===== src/rtl/uart_tx_fifo.sv =====
// Byte FIFO that feeds a UART transmitter: pushes are queued in DEPTH x 8 storage
// and drained one strobe at a time, handshaking on the transmitter's busy flag.
module uart_tx_fifo #(
  parameter int DEPTH = 16
) (
  input  logic                     i_clk,
  input  logic                     i_rst,
  input  logic [7:0]               i_data,
  input  logic                     i_wr,
  output logic                     o_full,
  output logic                     o_empty,
  output logic [$clog2(DEPTH):0]   o_count,
  output logic                     o_overflow,
  output logic [7:0]               o_char,
  output logic                     o_write,
  input  logic                     i_tx_busy
);

  localparam int AW = $clog2(DEPTH);
  localparam int CW = AW + 1;

  typedef enum logic [1:0] {
    ST_IDLE = 2'd0,
    ST_ACK  = 2'd1,
    ST_DONE = 2'd2
  } state_e;

  logic [7:0]    mem_q [DEPTH];
  logic [AW-1:0] wr_ptr_q, wr_ptr_d;
  logic [AW-1:0] rd_ptr_q, rd_ptr_d;
  logic [CW-1:0] count_q, count_d;
  logic          full_q, full_d;
  logic          empty_q, empty_d;
  logic          overflow_q, overflow_d;
  logic [7:0]    char_q, char_d;
  logic          write_q, write_d;
  state_e        state_q, state_d;
  logic          push_s;
  logic          pop_s;

  // Next-state for the drain FSM, pointers, occupancy and status flags.
  always_comb begin
    state_d    = state_q;
    wr_ptr_d   = wr_ptr_q;
    rd_ptr_d   = rd_ptr_q;
    char_d     = char_q;
    write_d    = 1'b0;
    pop_s      = 1'b0;
    // Full is judged on the registered count, so a pop cannot rescue a push.
    push_s     = i_wr & ~full_q;
    overflow_d = overflow_q | (i_wr & full_q);

    case (state_q)
      ST_IDLE: begin
        if (!empty_q && !i_tx_busy) begin
          pop_s   = 1'b1;
          write_d = 1'b1;
          char_d  = mem_q[rd_ptr_q];
          state_d = ST_ACK;
        end else begin
          state_d = ST_IDLE;
        end
      end
      ST_ACK: begin
        if (i_tx_busy) begin
          state_d = ST_DONE;
        end else begin
          state_d = ST_ACK;
        end
      end
      ST_DONE: begin
        if (!i_tx_busy) begin
          state_d = ST_IDLE;
        end else begin
          state_d = ST_DONE;
        end
      end
      default: begin
        state_d = ST_IDLE;
      end
    endcase

    if (push_s) begin
      wr_ptr_d = wr_ptr_q + AW'(1);
    end else begin
      wr_ptr_d = wr_ptr_q;
    end

    if (pop_s) begin
      rd_ptr_d = rd_ptr_q + AW'(1);
    end else begin
      rd_ptr_d = rd_ptr_q;
    end

    count_d = count_q + CW'(push_s) - CW'(pop_s);
    full_d  = (count_d == CW'(DEPTH));
    empty_d = (count_d == CW'(0));
  end

  // Control and status registers.
  always_ff @(posedge i_clk) begin
    if (i_rst) begin
      state_q    <= ST_IDLE;
      wr_ptr_q   <= '0;
      rd_ptr_q   <= '0;
      count_q    <= '0;
      full_q     <= 1'b0;
      empty_q    <= 1'b1;
      overflow_q <= 1'b0;
      char_q     <= 8'h00;
      write_q    <= 1'b0;
    end else begin
      state_q    <= state_d;
      wr_ptr_q   <= wr_ptr_d;
      rd_ptr_q   <= rd_ptr_d;
      count_q    <= count_d;
      full_q     <= full_d;
      empty_q    <= empty_d;
      overflow_q <= overflow_d;
      char_q     <= char_d;
      write_q    <= write_d;
    end
  end

  // Storage is left unreset; writes are suppressed while reset is asserted.
  always_ff @(posedge i_clk) begin
    if (!i_rst && push_s) begin
      mem_q[wr_ptr_q] <= i_data;
    end
  end

  assign o_full     = full_q;
  assign o_empty    = empty_q;
  assign o_count    = count_q;
  assign o_overflow = overflow_q;
  assign o_char     = char_q;
  assign o_write    = write_q;

endmodule


===== config.mk =====
export PLATFORM = sky130hd
export DESIGN_NAME = uart_tx_fifo
export DESIGN_NICKNAME = d
export VERILOG_FILES = /design/src/rtl/uart_tx_fifo.sv
export SDC_FILE = /design/constraint.sdc
export NUM_CORES = 1
export LEC_CHECK = 0
export ABC_AREA = 1
export CAP_MARGIN = 30
export CELL_PAD_IN_SITES_DETAIL_PLACEMENT = 1
export CELL_PAD_IN_SITES_GLOBAL_PLACEMENT = 2
export CORE_ASPECT_RATIO = 1.1
export CORE_MARGIN = 4
export CORE_UTILIZATION = 42
export CTS_BUF_LIST = sky130_fd_sc_hd__clkbuf_4 sky130_fd_sc_hd__clkbuf_8 sky130_fd_sc_hd__clkbuf_16
export DETAILED_ROUTE_END_ITERATION = 8
export GPL_ROUTABILITY_DRIVEN = 0
export PLACE_DENSITY = 0.87
export SYNTH_ARGS = -nofsm -noshare
export SYNTH_HDL_FRONTEND = slang
export SYNTH_SLANG_ARGS = --single-unit

===== constraint.sdc =====
create_clock -name i_clk -period 5.3 [get_ports i_clk]
set_clock_uncertainty 0.05 [all_clocks]
set_input_delay 0.795 -clock i_clk [delete_from_list [all_inputs] [get_ports i_clk]]
set_output_delay 0.795 -clock i_clk [all_outputs]
set_load 0.05 [all_outputs]

* Word-level counts from Yosys, hierarchy flattened
Memory sizes are Yosys's and may differ from the RTL's. A register that Yosys moved wholly into a read port is not among the register bits.
Index checks and enable logic that the tools add are counted.
** Operators by class
- Add/sub/neg operators :: 4
- Equal/unequal tests :: 3
- Multiplexer cells :: 8
- Bitwise gates (word level) :: 4
- Reduce and logical (&&, ||, !) cells :: 8
** Operator list (count)
- $add 4x1->4 const B :: 2
- $pmux 2 s3 :: 1
- $add 5x1->5 :: 1
- $eq 5x5->1 const B :: 1
- $logic_not 5->1 :: 1
- $mux 1 :: 5
- $sub 5x1->5 :: 1
- $mux 2 :: 2
- $logic_not 1->1 :: 3
- $and 1x1->1 :: 2
- $eq 2x1->1 const B :: 1
- $eq 2x2->1 const B :: 1
- $logic_and 1x1->1 :: 2
- $logic_not 2->1 :: 1
- $reduce_and 2->1 :: 1
- $not 1->1 :: 1
- $or 1x1->1 :: 1
** Word-level totals
- Bits in registers :: 19
- Bits in writable memories :: 128
- Input port bits :: 12
- Output and inout bits :: 17
- Logic and storage cells :: 36
- Memories kept :: 1
** Memory list
- mem_q :: words 16, bits a word 8, rd ports 1, clocked after memory_dff 1, write ports 1, line 28 : logic [7:0] mem_q [DEPTH];

* Logic depth before layout (Yosys ltp)
- Depth in word-level cells :: 6
- Depth in mapped cells :: 13
- Mapped depth without buffers :: 12

* Least setup slack after synthesis
Ideal clock, no wire load.
- Path kind :: input -> register
- From :: in i_tx_busy
- To :: reg empty_q (netlist: o_empty)
- Library setup time :: 119 ps
- Data arrival time :: 2467 ps
- Data required time :: 5131 ps
- Setup slack :: 2664 ps
- Cell stages on the path :: 13
- Path buffers :: 1
- Path through :: nor2_1 nand2_1 inv_2 buf_2 ha_1 inv_1 ha_1 fa_1 nand3_1 nand2_1 xor2_1 nor2_1 a21oi_1
** Between the ends
- Cells in the longest elaborated chain, start to end :: 6
** Ends and longest elaborated chain
- from (decl) :: line 16 : input logic i_tx_busy
- $logic_not 1->1
- $logic_and 1x1->1 :: line 55 : if (!empty_q && !i_tx_busy) begin
- $mux 1 :: line 55
- $mux 1 :: line 53 : case (state_q)
- named net pop_s :: line 39 : logic pop_s;
- $sub 5x1->5 :: line 95 : count_d = count_q + CW'(push_s) - CW'(pop_s);
- $logic_not 5->1 :: line 97 : empty_d = (count_d == CW'(0));
- to (signal assigned) :: line 118 : empty_q <= empty_d;
- to (decl) :: line 33 : logic empty_q, empty_d;
The timed path passes the listed nets, and every way through them passes these cells.
A chain may end at the register's enable or synchronous reset.

* Worst setup path after layout
- From :: in i_tx_busy
- To :: reg full_q (netlist: o_full)
** Between the ends
- Cells in the longest elaborated chain, start to end :: 6
** Ends and longest elaborated chain
- $logic_not 1->1
- $logic_and 1x1->1 :: line 55
- $mux 1 :: line 55
- $mux 1 :: line 53
- $sub 5x1->5 :: line 95
- named net count_d[1] :: line 31 : logic [CW-1:0] count_q, count_d;
- $eq 5x5->1 :: line 96 : full_d = (count_d == CW'(DEPTH));
- to (signal assigned) :: line 117 : full_q <= full_d;
- to (decl) :: line 32 : logic full_q, full_d;
The timed path passes the listed nets, and every way through them passes these cells.

==> results.cfg <==
[hold_path]
min_from = state_q[1]
holdCritPathClass = reg -> reg

[clocking]
clk_pin_slew_ps = 60
post_cts_buffers = 0
clk_path_buf_depth = 2
cts-root-buf = clkbuf_16
cts_htree_levels = 4
cts_sinks = 155
cts_hold_buf = 0
cts_tree = built
cts-resized-gates = 0
insertion_delay_ps = 420
cts_buffers = 17

[floorplanning]
num_rows = 48
initial_core_util = 0.427
die_width_um = 128
core_um2 = 15700
ios = 29
dieArea_um2 = 18000
die_h_um = 140

[sta]
finalCriticalPeriod_ps = 2940
slew_headroom = 0.427
setup_tns_ps = 0
setup_violations = 0
max_freq_mhz = 340
finalHoldViolCount = 0
rsz0062_at_grt = no
worstMarginPinSlew_ps = 856
timing.final.crit_share = 0.555
slew_viol_final = 0

[pwr]
combPwrFrac = 0.248
power.internal_uw = 2260
seq_power_share = 0.420
power_density_nw_per_um2 = 447
switching_power_uw = 1140
total_leakage_power_uw = 0.00314
peakVddDrop_v = 0.000279
switching_share = 0.336
p_clk_frac = 0.332

[detailed_routing]
num_vias = 4559
drt-total-wl_um = 17200
via_per_inst = 5.04
wl_per_cell_um = 19.0
drtIter0Drc = 225
firstDrtPassIters = 4
ant_nets = 0
drc = 0

[final_layout]
final_common_cell = nand2_1
syn2layout_area_growth_pct = 13.8
final_nets = 715
fillers = 1719
n_antenna_cell = 0
drive_above_1_share = 0.0610
post-route-cell-area_um2 = 7610
final_cell_mix = nand2_1 (213), edfxtp_1 (128), nand3_1 (97)

[grt]
grt_max_degree = 67
antenna_found_initial = 0
grt_pass1_vias = 4979
track_usage = 0.205
grt-ovfl-total = 0
grt_pass1_wl_um = 27800

[logic_synthesis]
ys.warnings.count = 0
synth.area.top_cells = edfxtp_1 (57%), nand2_1 (12%), dfxtp_1 (8.1%)
ys_seq_area_frac = 0.656
syn_nets = 695
synth_cells = 672
netlist_area_um2 = 6690
syn_area_per_cell_um2 = 9.95
ys_types = 21
synth_seq_cells = 155
yosysTopAreaCell = edfxtp_1
netlist.area_leader.share = 0.575

[worst_setup_path]
critical_path.max_fanout = 20
crit_type = in -> reg
reg2regPathDepth = 12
cp-endpoint = o_full
timing.rr.end = o_empty
critPathRequiredTime_ps = 5590
r2r_start = o_empty
reg2reg_slack_ps = 2850
arrival_ps = 3230
cp-end-kind = flop
worstSetupStartpoint = i_tx_busy
cp-start-kind = input pin

[status]
status = completed

[placed_design]
dpl.hpwl_um = 11600
dpl-instance-area_um2 = 7060
io_buffers = 28

[job]
cap_violations = 0
## worst min-delay path by stage
| stage | slack (ps) | endpoint | cells past startpoint |
|---|---|---|---|
| 6_report | 420 | state_q[1] | 1 |
| 3_5_place_dp | 410 | state_q[1] | 1 |
| 5_1_grt | 460 | state_q[0] | 2 |
| 2_1_floorplan | 380 | state_q[1] | 1 |
| 3_3_place_gp | 400 | state_q[1] | 1 |
| 4_1_cts | 420 | state_q[1] | 1 |
## cells by family after synthesis
family / Yosys count / share of synthesized area
xor+xnor: 4 / 0.00524
compound gates: 17 / 0.0131
simple gates: 360 / 0.222
buf+inv: 125 / 0.0825
fa+ha+maj: 11 / 0.0217
flops: 155 / 0.656
## registers in the layout, indices dropped and copies added (netlist names)
register,count
state_q,2
wr_ptr_q,4
rd_ptr_q,4
o_empty,1
o_write,1
o_full,1
mem_q,128
o_count,5
o_char,8
o_overflow,1
## power groups by stage
stage,clock (uW),sequential [uW],combinational [uW]
global placement,0,1450,812
detailed placement,0,1450,847
CTS,1140,1430,854
finish,1130,1430,842
global route,1210,1440,940
floorplan,0,1580,470
## through the flow
stage	power, uW	hold WS [ps]	utilization	std cells	setup WS, ps
final	3400	422	0.485	905	2360
after global routing	3580	457	0.485	905	2090
after CTS	3430	421	0.485	905	2340
after detailed placement	2300	406	0.450	873	1910
after global placement	2260	396	0.449	872	2010
after floorplan	2050	380	-	672	2660
## cell usage after synthesis
library cell    n
nand2_1       213
edfxtp_1      128
nand3_1        97
inv_1          89
nor2_1         44
dfxtp_1        27
buf_2          15
a21oi_1        12
ha_1           10
buf_6           7
inv_2           6
nor3_1          4
o21ai_1         4
xor2_1          4
buf_4           3
clkbuf_1        3
buf_1           2
fa_1            1
nor2_2          1
nor4_1          1
o211ai_1        1
## critical path, cell delays in order
cell and delay, ps:
clkdlybuf4s50_1 430, nor2_1 150, nand2_1 140, inv_2 300
ha_1 310, inv_1 60, ha_1 170, fa_1 440
nor3_1 200, nand2_1 100, nor3_1 140
## per-layer routing
| layer | track usage | vias up | wire length [um] |
|---|---|---|---|
| met5 | 0 | - | 0 |
| met4 | 0.0659 | 0 | 303 |
| met3 | 0.0297 | 24 | 370 |
| met2 | 0.370 | 56 | 9300 |
| met1 | 0.252 | 2264 | 7230 |
| li1 | - | 2215 | - |
## cell type report
type | count | area [um2] | share of cell area
clock buffer | 18 | 439 | 0.0577
clock inverter | 14 | 110 | 0.0145
inverter | 95 | 357 | 0.0469
multi-input combinational | 392 | 1750 | 0.230
sequential | 155 | 4390 | 0.576
tap | 200 | 250 | 0.0329
timing repair buffer | 31 | 315 | 0.0414
(Power assumes the default switching activity.)
